===== src/rtl/clkdiv_sel_noglitch.sv =====
// Glitch-free programmable clock divider with run-time ratio select; 1-cycle start latency,
// ratio/enable changes applied only at the end of a full low half so DATA_O never runts.
module clkdiv_sel_noglitch #(
  parameter int NUM_SEL   = 4,
  parameter int SEL_WIDTH = 2,
  parameter int CNT_WIDTH = 8
) (
  input  logic                         MCLK_I,
  input  logic                         RST_N_I,
  input  logic [NUM_SEL*CNT_WIDTH-1:0] HALF_I,
  input  logic [SEL_WIDTH-1:0]         SEL_I,
  input  logic                         EN_I,
  output logic                         DATA_O,
  output logic [SEL_WIDTH-1:0]         SEL_O,
  output logic                         RISE_O,
  output logic                         FALL_O,
  output logic                         BUSY_O
);

  typedef enum logic [1:0] {IDLE, HIGH, LOW} state_t;

  state_t                 state, state_nxt;
  logic [CNT_WIDTH-1:0]   cnt, cnt_nxt;
  logic [CNT_WIDTH-1:0]   half_reg, half_nxt;
  logic [SEL_WIDTH-1:0]   sel_nxt;
  logic                   data_nxt, rise_nxt, fall_nxt;
  logic [SEL_WIDTH-1:0]   eff_sel;
  logic [CNT_WIDTH-1:0]   half_sel;

  // Out-of-range channel requests fall back to channel 0.
  always_comb begin
    eff_sel  = (int'(SEL_I) < NUM_SEL) ? SEL_I : '0;
    half_sel = HALF_I[int'(eff_sel)*CNT_WIDTH +: CNT_WIDTH];
  end

  always_comb begin
    state_nxt = state;
    cnt_nxt   = cnt;
    half_nxt  = half_reg;
    sel_nxt   = SEL_O;
    data_nxt  = DATA_O;
    rise_nxt  = 1'b0;
    fall_nxt  = 1'b0;
    case (state)
      IDLE: begin
        data_nxt = 1'b0;
        if (EN_I) begin
          state_nxt = HIGH;
          data_nxt  = 1'b1;
          sel_nxt   = eff_sel;
          half_nxt  = half_sel;
          cnt_nxt   = '0;
          rise_nxt  = 1'b1;
        end
      end
      HIGH: begin
        if (cnt != half_reg) begin
          cnt_nxt = cnt + 1'b1;
        end else begin
          state_nxt = LOW;
          data_nxt  = 1'b0;
          cnt_nxt   = '0;
          fall_nxt  = 1'b1;
        end
      end
      LOW: begin
        if (cnt != half_reg) begin
          cnt_nxt = cnt + 1'b1;
        end else if (!EN_I) begin
          state_nxt = IDLE;
        end else begin
          // Only point where select and half period are re-sampled.
          state_nxt = HIGH;
          data_nxt  = 1'b1;
          sel_nxt   = eff_sel;
          half_nxt  = half_sel;
          cnt_nxt   = '0;
          rise_nxt  = 1'b1;
        end
      end
      default: begin
        state_nxt = IDLE;
        data_nxt  = 1'b0;
      end
    endcase
  end

  always_ff @(posedge MCLK_I or negedge RST_N_I) begin
    if (!RST_N_I) begin
      state    <= IDLE;
      cnt      <= '0;
      half_reg <= '0;
      SEL_O    <= '0;
      DATA_O   <= 1'b0;
      RISE_O   <= 1'b0;
      FALL_O   <= 1'b0;
    end else begin
      state    <= state_nxt;
      cnt      <= cnt_nxt;
      half_reg <= half_nxt;
      SEL_O    <= sel_nxt;
      DATA_O   <= data_nxt;
      RISE_O   <= rise_nxt;
      FALL_O   <= fall_nxt;
    end
  end

  assign BUSY_O = (state != IDLE) && ((eff_sel != SEL_O) || !EN_I);

endmodule


===== config.mk =====
export PLATFORM = sky130hd
export DESIGN_NAME = clkdiv_sel_noglitch
export DESIGN_NICKNAME = d
export VERILOG_FILES = /design/src/rtl/clkdiv_sel_noglitch.sv
export SDC_FILE = /design/constraint.sdc
export NUM_CORES = 1
export LEC_CHECK = 0
export ABC_AREA = 1
export BUFFER_PORTS_ARGS = -buffer_cell sky130_fd_sc_hd__buf_2
export CORE_AREA = 3 3 83 46
export DETAILED_ROUTE_END_ITERATION = 12
export DIE_AREA = 0 0 86 49
export PLACE_DENSITY = 0.79
export SYNTH_ARGS = -nofsm -noshare
export SYNTH_HDL_FRONTEND = slang
export SYNTH_SLANG_ARGS = --single-unit

===== constraint.sdc =====
create_clock -name MCLK_I -period 3.05 [get_ports MCLK_I]
set_clock_uncertainty 0.15 [all_clocks]
set_input_delay 0.61 -clock MCLK_I [delete_from_list [all_inputs] [get_ports MCLK_I]]
set_output_delay 0.61 -clock MCLK_I [all_outputs]
set_load 0.01 [all_outputs]

* Word-level counts from Yosys, hierarchy flattened
Index checks and enable logic that the tools add are counted.
Word-level totals: register bits 23, input bits 37, output and inout bits 6, word-level logic and storage cells 51
Cells by class: add/subtract/negate cells 1, equal/unequal tests 8, shifts and indexed selects 1, muxes and demuxes 24, reductions and logical operators 10
Operators by type and width (number):
- two-way mux 8 bit | 5
- variable part select 32 x 6 -> 8 bit | 1
- one-hot mux 8 bit (3 select lines) | 1
- one-hot mux 8 bit (2 select lines) | 1
- two-way mux 2 bit | 5
- adder 8 x 1 -> 8 bit (second input constant) | 1
- two-way mux 1 bit | 8
- inequality test 2 bit (second input constant) | 4
- inequality test 8 bit | 1
- one-hot mux 2 bit (3 select lines) | 1
- AND reduction 3 bit | 2
- one-hot mux 2 bit (2 select lines) | 1
- nonzero test 2 bit | 2
- one-hot mux 1 bit (3 select lines) | 1
- nonzero test 3 bit | 1
- == test 2 x 1 -> 1 bit (second input constant) | 1
- == test 2 bit (second input constant) | 1
- zero test 2 bit | 1
- inequality test 2 bit | 1
- one-hot mux 1 bit (2 select lines) | 1
- AND reduction 2 bit | 1
- logical AND 1 bit | 1
- zero test 1 bit | 1
- logical OR 1 bit | 1

* Logic depth before layout (Yosys ltp)
Gate-level depths: netlist of the first run.
depth in word-level cells 4, mapped depth 11

* Worst setup path after synthesis of the first run
No wires, ideal clock.
kind input -> output, start input SEL_I[1], end output BUSY_O, arrival time 1.422 ns, data required time 2.290 ns, slack 0.868 ns, stages 5, buffers on the path 1, path through clkbuf_1 inv_1 nor2_1 a2111oi_0 nor2_1
On the way: cells in the longest elaborated chain, start to end 3
RTL lines:
- start: declaration | RTL line 11 | input logic [SEL_WIDTH-1:0] SEL_I,
- inequality test 2 bit | RTL line 108 | assign BUSY_O = (state != IDLE) && ((eff_sel != SEL_O) || !EN_I);
- logical OR 1 bit | RTL line 108
- logical AND 1 bit | RTL line 108
- end: declaration | RTL line 17 | output logic BUSY_O
Every way passes these cells.

* Worst setup path after layout of the first run
start input SEL_I[0], end output BUSY_O
The elaborated chain is that of the path after synthesis.

==> metrics.md, run 1 <==
| Metric | Value |
|---|---|
| Status | finished clean |
| Top-count cell post-synth | nand2_1 |
| Largest area contributor in the netlist | dfrtp_1 |
| Placed cell count | 327 |
| Distinct cells, synth | 27 |
| Maxcap violations | 0 |
| Crit-path cells | buf_2 > inv_2 > o22ai_1 > a2111oi_0 > nor2_1 > buf_2 |
| Clock buffer depth | 2 |
| Yosys reg bits | 23 |
| WS Path Type | in2out |
| P per Cell Area | 679 mW/mm² |
| Synthesized area | 0.00169 mm² |
| Slew Limit Headroom | 0.678 |
| Critical Path Source Type | input port |
| Post-layout instance area | 0.00194 mm² |
| Num ports | 43 |
| Avg Cell Area, Syn | 6.65 µm² |
| Final hold vios | 0 |
| Layout Cells excl Fill | 331 |
| Layout cells sized above 1 | 0.206 |
| Max Clk Rate | 394 MHz |
| Post-synthesis net count | 296 |
| Grt met2 use | 0.271 |
| Starting Density | 0.557 |
| Clk_lat worst skew | 0.27 ns |
| Synth top area share | 0.341 |
| CTS tree | built |
| Initial antenna violation count | 0 |
| Clk pin slew, worst setup/hold paths | 0.09 ns |
| Area Growth Syn to Fin | 14.6% |
| Multi-input logic area | 957 µm² |
| Die X | 86 µm |
| Number of port buffers | 42 |
| H-tree lvl count | 1 |
| Ant diodes | 0 |
| Final min period | 2.54 ns |
| Root Driver | clkbuf_8 |
| Hold_ws | 0.156 ns |
| Crit-path slowest cell | a2111oi_0 |
| Post-CTS sizing | 0 |
| Synth top area cells | dfrtp_1 (34%), nand2_1 (19%), nor2_1 (8.2%) |
| VDD IR max | 378 µV |
| DRT antenna net count | 0 |
| Hpwl dp | 2900 µm |
| Cell row count | 14 |
| Routed Wire Length | 3900 µm |
| FF/Latch Area | 576 µm² |
| Critical Path RT | 2.29 ns |
| Tcrit/Tclk final | 0.833 |
| GPL Wtd Cong | 0.874 |
| Largest net degree at the start of global routing | 24 |
| Area after DPL | 0.00189 mm² |
| Crit-path most repeated cell | buf_2 |
| Synth async-reset ratio | 1.00 |
| Cell family with most CP delay | buffers and inverters |
| Register area share after synthesis | 0.341 |
| Synth Instances | 254 |
| Gr usage total | 0.192 |
| Top post-synthesis cells by count | nand2_1 (87), nor2_1 (37), dfrtp_1 (23), inv_1 (23), o21ai_0 (19) |
| TNS Setup | 0 ns |
| Post-synth EDFFs | 0 |
| Hold WC Path Type | in2async |
| Core area | 0.00303 mm² |
| Avg Vias per Cell | 5.20 |
| Slew Viols, Final | 0 |
| Clock buffer count from CTS | 3 |
| WP buf/inv | 3 |
| # setup viols final | 0 |
| Most Crowded Layer GR | met1 |
| GR Layer Usage met1 | 0.299 |
| Post-layout power | 0.00131 W |
| Residual DRC | 0 |
| Leak pwr | 1.04 nW |
| Unrepaired setup endpoints after global routing | false |
| Max FO, Critical Path | 19 |
| Setup repair bufs after CTS | 0 |
| Yosys warns | 0 |
| Met3 Usage GRT | 0.0354 |
| Post-CTS Hold Fix Bufs | 0 |
| Die area | 0.00421 mm² |
| Worst Setup End Kind | output pin |
| Die Ht | 49 µm |
| Critical path's largest stage delay | 0.39 ns |
| Drt first pass iters | 4 |
| Routed via count | 1721 |
| Total congestion overflow | 0 |
| First-pass GRT wire length | 6620 µm |
| Number of global-route vias before repair | 1448 |
| Top FF cell, synth | dfrtp_1 |
| Nets@finish | 334 |
| Least-Margin Pin Slew | 0.471 ns |
| Fillers | 279 |
| WL/cell | 11.8 µm |
| Worst EP arrival | 1.78 ns |
| Iter 0 DRT Violations | 227 |
| Clock Sink Count | 23 |
-- power by group --
part | switching [W] | leakage (nW) | internal [W] | total [W]
combinational | 0.000421 | 0.730 | 0.000226 | 0.000647
sequential | 0.0000747 | 0.292 | 0.000402 | 0.000477
clock | 0.0000983 | 0.0228 | 0.0000933 | 0.000192
-- placed cells by master (no fill, tap or decap), drive strengths merged --
cell and instances:
a21oi 6, nor2 39, clkinv 1, o21ai 22, ha 5, nand3 8
o22ai 10, xor2 2, dfrtp 23, nand2 90, clkbuf 4, a2111oi 1
xnor2 3, nor3 1, a21boi 1, nand4 8, inv 25, buf 42
-- final cells by class --
| type | count | share of cell area |
|---|---|---|
| multi-input combinational | 196 | 0.495 |
| sequential | 23 | 0.297 |
| timing repair buffer | 42 | 0.109 |
| inverter | 26 | 0.0504 |
| tap | 40 | 0.0259 |
| clock buffer | 4 | 0.0233 |
-- worst paths after layout --
check                            start           to  slack, ns  cells past startpoint
setup / recovery              SEL_I[0]       BUSY_O       0.51                      6
hold / removal                 RST_N_I       cnt[7]       0.16                      1
setup reg to reg              state[0]     state[0]       1.13                      7
hold reg to reg            half_reg[3]  half_reg[3]       0.35                      2
max in group asynchronous      RST_N_I  half_reg[5]       2.25                      1
min in group MCLK_I        half_reg[3]  half_reg[3]       0.35                      2
-- through the flow --
stage / util / setup slack [ns]
2_1_floorplan: - / 0.868
3_3_place_gp: 0.624 / 0.561
3_5_place_dp: 0.624 / 0.514
4_1_cts: 0.639 / 0.515
5_1_grt: 0.639 / 0.351
6_report: 0.639 / 0.509
-- metal layers --
layer	wire length [µm]	up-vias
li1	-	884
met1	2020	749
met4	20	0
met5	0	-
met3	295	4
met2	1560	84
-- logic make-up (layout without fill, tap and decap cells) --
logic type               Yosys count  in the layout  share of synthesized area
AND/OR/NAND/NOR                  146            146                      0.356
XOR/XNOR                           5              5                     0.0259
adder cells (fa/ha/maj)            5              5                     0.0370
AO/OA/AOI/OAI                     40             40                      0.147
buffers and inverters             35             72                     0.0926
flip-flops                        23             23                      0.341
-- worst register-to-register path, delay by kind of cell (launching register included) --
kind / cells / cell delay, ns
compound gates: 2 / 0.31
buf+inv: 2 / 0.22
simple gates: 2 / 0.43
fa+ha+maj: 1 / 0.28
flops: 1 / 0.42
No activity file was read; power rests on OpenSTA's default activity.
==> run 2: changes to the inputs <==
Settings changed: ABC_AREA 1 to 0, CORE_AREA 3 3 83 46 to 3 3 81 45, DIE_AREA 0 0 86 49 to 0 0 84 48, PLACE_DENSITY 0.79 to 0.76.
Clock period 3.05 ns to 2.35 ns, I/O delays scaled along.
==> metrics.md, run 2 <==
| Metric | Value |
|---|---|
| Clock share of power | 0.161 |
| Hpwl dp | 2310 µm |
| Worst Setup End Kind | flip-flop |
| Drt first pass iters | 4 |
| H-tree lvl count | 1 |
| Final hold vios | 0 |
| Avg Vias per Cell | 5.34 |
| Top FF cell, synth | dfrtp_1 |
| Worst r2r dst | cnt[5] |
| Critical path's largest stage delay | 0.46 ns |
| Switching Share | 0.354 |
| Cell row count | 14 |
| Ant diodes | 0 |
| Clk pin slew, worst setup/hold paths | 0.08 ns |
| Reg2reg path depth | 6 |
| Post-synthesis net count | 168 |
| Residual DRC | 0 |
| Avg Cell Area, Syn | 11.8 µm² |
| Logic pwr share | 0.439 |
| Initial antenna violation count | 0 |
| Die area | 0.00403 mm² |
| Worst R2R Start | cnt[0] |
| Placed cell count | 207 |
| Synth top area share | 0.387 |
| Die Ht | 48 µm |
| Clock buffer depth | 2 |
| Post-layout instance area | 0.00180 mm² |
| Die X | 84 µm |
| Area after DPL | 0.00175 mm² |
| Number of port buffers | 42 |
| Largest net degree at the start of global routing | 24 |
| Combinational family with the most area after synthesis | multiplexers |
| Synth top area cells | dfrtp_1 (39%), mux4_2 (12%), mux2_4 (10%) |
| Critical Path Source Type | flip-flop |
| WL/cell | 13.5 µm |
| Routed via count | 1127 |
| # setup viols final | 0 |
| Layout cells sized above 1 | 0.444 |
| Yosys reg bits | 23 |
| Flop2flop setup slack | 0.33 ns |
| VDD IR max | 387 µV |
| Xor-xnor portion of the synthesized cell area | 0.0588 |
| Compound-Gate Fraction of Synth Area | 0.141 |
| Crit-path cells | xor2_1 > nor4_2 > buf_4 > and2_1 > or3_4 > o311ai_2 |
| Simple-gate area share of the yosys netlist | 0.118 |
| Max FO, Critical Path | 7 |
| Hold WC Path Type | in2async |
| Slew Viols, Final | 0 |
| Post-CTS Hold Fix Bufs | 0 |
| Max Clk Rate | 495 MHz |
| CTS tree | built |
| Most frequent cells in the layout | buf_2 (42), dfrtp_1 (23), mux2_4 (10), nand2_1 (10), o21ai_0 (9) |
| Worst EP arrival | 2.05 ns |
| NetSw | 0.000553 W |
| Clock buffer count from CTS | 3 |
| Core area | 0.00296 mm² |
| Post-synth EDFFs | 0 |
| Status | finished clean |
| Total congestion overflow | 0 |
| Yosys warns | 0 |
| Clk_lat worst skew | 0.27 ns |
| Layout Cells excl Fill | 211 |
| Iter 0 DRT Violations | 76 |
| Synthesized area | 0.00149 mm² |
| Setup repair bufs after CTS | 0 |
| Maxcap violations | 0 |
| Largest area contributor in the netlist | dfrtp_1 |
| Slew Limit Headroom | 0.667 |
| Tcrit/Tclk final | 0.859 |
| Area Growth Syn to Fin | 20.7% |
| Gr usage total | 0.159 |
| Nets@finish | 214 |
| Least-Margin Pin Slew | 0.500 ns |
| Post-synthesis adder-cell area fraction | 0.0420 |
| Top post-synthesis cells by count | dfrtp_1 (23), mux2_4 (10), nand2_1 (10) |
| Unrepaired setup endpoints after global routing | false |
| Multiplexer share of the synthesized area | 0.222 |
| Reg power frac | 0.400 |
| P per Cell Area | 868 mW/mm² |
| Synth Instances | 126 |
| Top-count cell post-synth | dfrtp_1 |
| Synth async-reset ratio | 1.00 |
| Final min period | 2.02 ns |
| Critical Path RT | 2.38 ns |
| Num ports | 43 |
| Post-CTS sizing | 0 |
| Number of global-route vias before repair | 1040 |
| WS Path Type | reg2reg |
| First-pass GRT wire length | 4910 µm |
| Root Driver | clkbuf_8 |
| Routed Wire Length | 2850 µm |
| Distinct cells, synth | 37 |
| Commonest non-fill, non-tap cell in the layout | buf_2 |
| GPL Wtd Cong | 0.806 |
| Internal Power | 0.00101 W |
| Crit-path slowest cell | dfrtp_1 |
| TNS Setup | 0 ns |
| Leak pwr | 0.851 nW |
| DRT antenna net count | 0 |
| Clock Sink Count | 23 |
| Register area share after synthesis | 0.387 |
| Starting Density | 0.503 |
run 2: changes by cell type after synthesis, moves of 8 or more:
cell,delta
nand2_1,-77
nor2_1,-30
inv_1,-17
mux2_4,+10
o21ai_0,-10
o22ai_1,-10
mux4_2,+8
nand4_1,-8
run 2: cell type report:
| class | count | area [µm²] |
|---|---|---|
| repair buffers | 45 | 233 |
| multi-input cells | 93 | 867 |
| fillers | 231 | 1160 |
| flip-flops and latches | 23 | 576 |
| clock inverters | 1 | 7.51 |
| inverters | 6 | 22.5 |
| clock buffers | 3 | 41.3 |
| well taps | 40 | 50.0 |
run 2: worst max path at each step:
| stage | from | to | slack [ns] | cells after the start |
|---|---|---|---|---|
| floorplan | SEL_I[0] | half_reg[0] | 0.31 | 3 |
| global placement | cnt[0] | cnt[5] | 0.39 | 6 |
| detailed placement | cnt[0] | cnt[5] | 0.35 | 6 |
| CTS | cnt[5] | cnt[5] | 0.33 | 6 |
| global route | cnt[3] | state[0] | 0.17 | 6 |
| finish | cnt[0] | cnt[5] | 0.33 | 6 |
run 2: critical path, delay by kind of cell, from the launching register on:
kind / cells / cell delay, ns
xor+xnor: 1 / 0.21
compound gates: 1 / 0.25
simple gates: 3 / 0.71
buf+inv: 1 / 0.15
flops: 1 / 0.46
run 2: kinds of logic after synthesis:
group | Yosys count
xor+xnor | 10
fa+ha+maj | 5
mux | 18
simple gates | 32
buf+inv | 10
compound gates | 28
flops | 23
run 2: per-layer routing:
metal / GRT usage / vias up / part of all wire
li1: - / 554 / -
met1: 0.227 / 529 / 0.49
met2: 0.239 / 40 / 0.43
met3: 0.0464 / 4 / 0.071
met4: 0.0449 / 0 / 0.0074
met5: 0 / - / 0
run 2: power by group through the flow:
| stage | registers, W | clock network [W] | logic (W) |
|---|---|---|---|
| after global routing | 0.000643 | 0.000273 | 0.000761 |
| after detailed placement | 0.000629 | 0 | 0.000690 |
| final | 0.000623 | 0.000252 | 0.000685 |
| after global placement | 0.000624 | 0 | 0.000675 |
| after floorplan | 0.000615 | 0 | 0.000501 |
| after CTS | 0.000621 | 0.000261 | 0.000692 |
run 2: stage by stage:
step,setup slack (ns),hold WS [ns],power (W),utilization
floorplan,0.307,0.0244,0.00112,-
global placement,0.392,0.316,0.00130,0.590
detailed placement,0.350,0.318,0.00132,0.590
CTS,0.332,0.0259,0.00157,0.607
global route,0.166,0.0419,0.00168,0.607
finish,0.331,0.00674,0.00156,0.607
==> run 3: changes to the inputs <==
Settings changed: GPL_TIMING_DRIVEN set to 0.
==> metrics.md, run 3 (synthesis results as in run 2) <==
| Metric | Value |
|---|---|
| H-tree lvl count | 1 |
| Number of port buffers | 39 |
| Largest net degree at the start of global routing | 24 |
| CTS tree | built |
| Fillers | 242 |
| Layout cells sized above 1 | 0.426 |
| DRT antenna net count | 0 |
| Leak pwr | 0.841 nW |
| Routed Wire Length | 2950 µm |
| Number of global-route vias before repair | 1033 |
| Initial antenna violation count | 0 |
| Worst r2r dst | half_reg[4] |
| Avg Vias per Cell | 5.39 |
| Post-layout power | 0.00155 W |
| Final hold vios | 0 |
| Tcrit/Tclk final | 0.934 |
| Core area | 0.00296 mm² |
| Cell family with most CP delay | simple AND/OR/NAND/NOR gates |
| Unrepaired setup endpoints after global routing | false |
| Worst EP arrival | 2.21 ns |
| Reg2reg path depth | 5 |
| Clk_lat worst skew | 0.27 ns |
| Area after DPL | 0.00173 mm² |
| GPL Wtd Cong | 0.833 |
| Clock buffer count from CTS | 3 |
| Ant diodes | 0 |
| Cell row count | 14 |
| Nets@finish | 212 |
| Starting Density | 0.503 |
| First-pass GRT wire length | 4800 µm |
| Hpwl dp | 2250 µm |
| Post-layout instance area | 0.00179 mm² |
| # setup viols final | 0 |
| Num ports | 43 |
| Flop2flop setup slack | 0.15 ns |
| Max Clk Rate | 455 MHz |
| Routed via count | 1127 |
| Clk pin slew, worst setup/hold paths | 0.08 ns |
| Worst R2R Start | cnt[7] |
| NetSw | 0.000554 W |
| Most frequent cells in the layout | buf_2 (40), dfrtp_1 (23), mux2_4 (10), nand2_1 (10), o21ai_0 (9) |
| Clock Sink Count | 23 |
| Crit-path cells | xor2_1 > nor4_2 > and3_4 > o21ai_4 > mux2_4 |
| Critical Path Source Type | flip-flop |
| Crit-path slowest cell | nor4_2 |
| VDD IR max | 448 µV |
| Root Driver | clkbuf_8 |
| Critical path launch point | cnt[7] |
| Final setup margin | 0.154 ns |
| Iter 0 DRT Violations | 104 |
| Die area | 0.00403 mm² |
| Post-CTS Hold Fix Bufs | 0 |
| Maxcap violations | 0 |
| Status | finished clean |
| Least-Margin Pin Slew | 0.727 ns |
| P per Cell Area | 864 mW/mm² |
| Total congestion overflow | 0 |
| Logic pwr share | 0.441 |
| DP Worst Slack | 0.141 ns |
| Commonest non-fill, non-tap cell in the layout | buf_2 |
| Critical Path RT | 2.36 ns |
| Hold WC Path Type | in2async |
| Internal Power | 0.000991 W |
| Residual DRC | 0 |
| Clock buffer depth | 2 |
| Slew Limit Headroom | 0.515 |
| Final min period | 2.20 ns |
| TNS Setup | 0 ns |
| Area Growth Syn to Fin | 20.2% |
| Setup repair bufs after CTS | 0 |
| Reg power frac | 0.400 |
| Multi-input logic area | 876 µm² |
| WS Path Type | reg2reg |
| Die Ht | 48 µm |
| Worst Setup End Kind | flip-flop |
| FF/Latch Area | 576 µm² |
| Die X | 84 µm |
| Drt first pass iters | 5 |
| Gr usage total | 0.154 |
| Slew Viols, Final | 0 |
| Critical path's largest stage delay | 0.56 ns |
| WL/cell | 14.1 µm |
| WP buf/inv | 0 |
| Clock share of power | 0.160 |
| Switching Share | 0.359 |
| Max FO, Critical Path | 10 |
-- run 3: repair_timing --
action                                  4_1_cts  5_1_grt
endpoints found under the setup margin        0       10
resized for setup                             0        1
endpoints found under the hold margin         0        0
-- run 3: layout make-up --
cell class                      instances  share of cell area
Inverter                                6              0.0126
Clock buffer                            3              0.0231
Multi-Input combinational cell         93               0.490
Tap cell                               40              0.0280
Buffer                                  4              0.0133
Clock inverter                          1             0.00280
Timing Repair Buffer                   39               0.109
Sequential cell                        23               0.322
-- run 3: how the worst max path moves through the flow --
| stage | to | slack (ns) | depth (start not counted) |
|---|---|---|---|
| CTS | half_reg[4] | 0.11 | 5 |
| finish | half_reg[4] | 0.15 | 5 |
| global placement | SEL_O[0] | 0.18 | 5 |
| detailed placement | SEL_O[1] | 0.14 | 5 |
| floorplan | half_reg[0] | 0.31 | 3 |
| global route | half_reg[4] | 0.009 | 5 |
-- run 3: power groups by stage --
stage | clock network [W] | registers [W] | logic (W)
3_5_place_dp | 0 | 0.000625 | 0.000659
6_report | 0.000247 | 0.000618 | 0.000681
5_1_grt | 0.000269 | 0.000631 | 0.000737
4_1_cts | 0.000252 | 0.000617 | 0.000661
3_3_place_gp | 0 | 0.000617 | 0.000644
2_1_floorplan | 0 | 0.000615 | 0.000501
-- run 3: through the flow --
stage,std cells,utilization,hold slack [ns]
3_5_place_dp,205,0.586,0.320
2_1_floorplan,126,-,0.0244
4_1_cts,209,0.601,0.0277
6_report,209,0.604,0.0110
5_1_grt,209,0.604,0.0542
3_3_place_gp,205,0.586,0.317
-- run 3: layer usage --
layer | part of all wire | routed length [µm] | up-vias | track usage
li1 | - | - | 555 | -
met1 | 0.51 | 1500 | 523 | 0.223
met2 | 0.42 | 1230 | 44 | 0.234
met3 | 0.064 | 189 | 5 | 0.0326
met4 | 0.011 | 31 | 0 | 0.0513
met5 | 0 | 0 | - | 0
-- run 3: worst reg2reg max path, cell delays in order, from the launching register on --
cell and delay (ns):
dfrtp_1 0.43, xor2_1 0.17, nor4_2 0.56, and3_4 0.30, o21ai_4 0.15, mux2_4 0.33
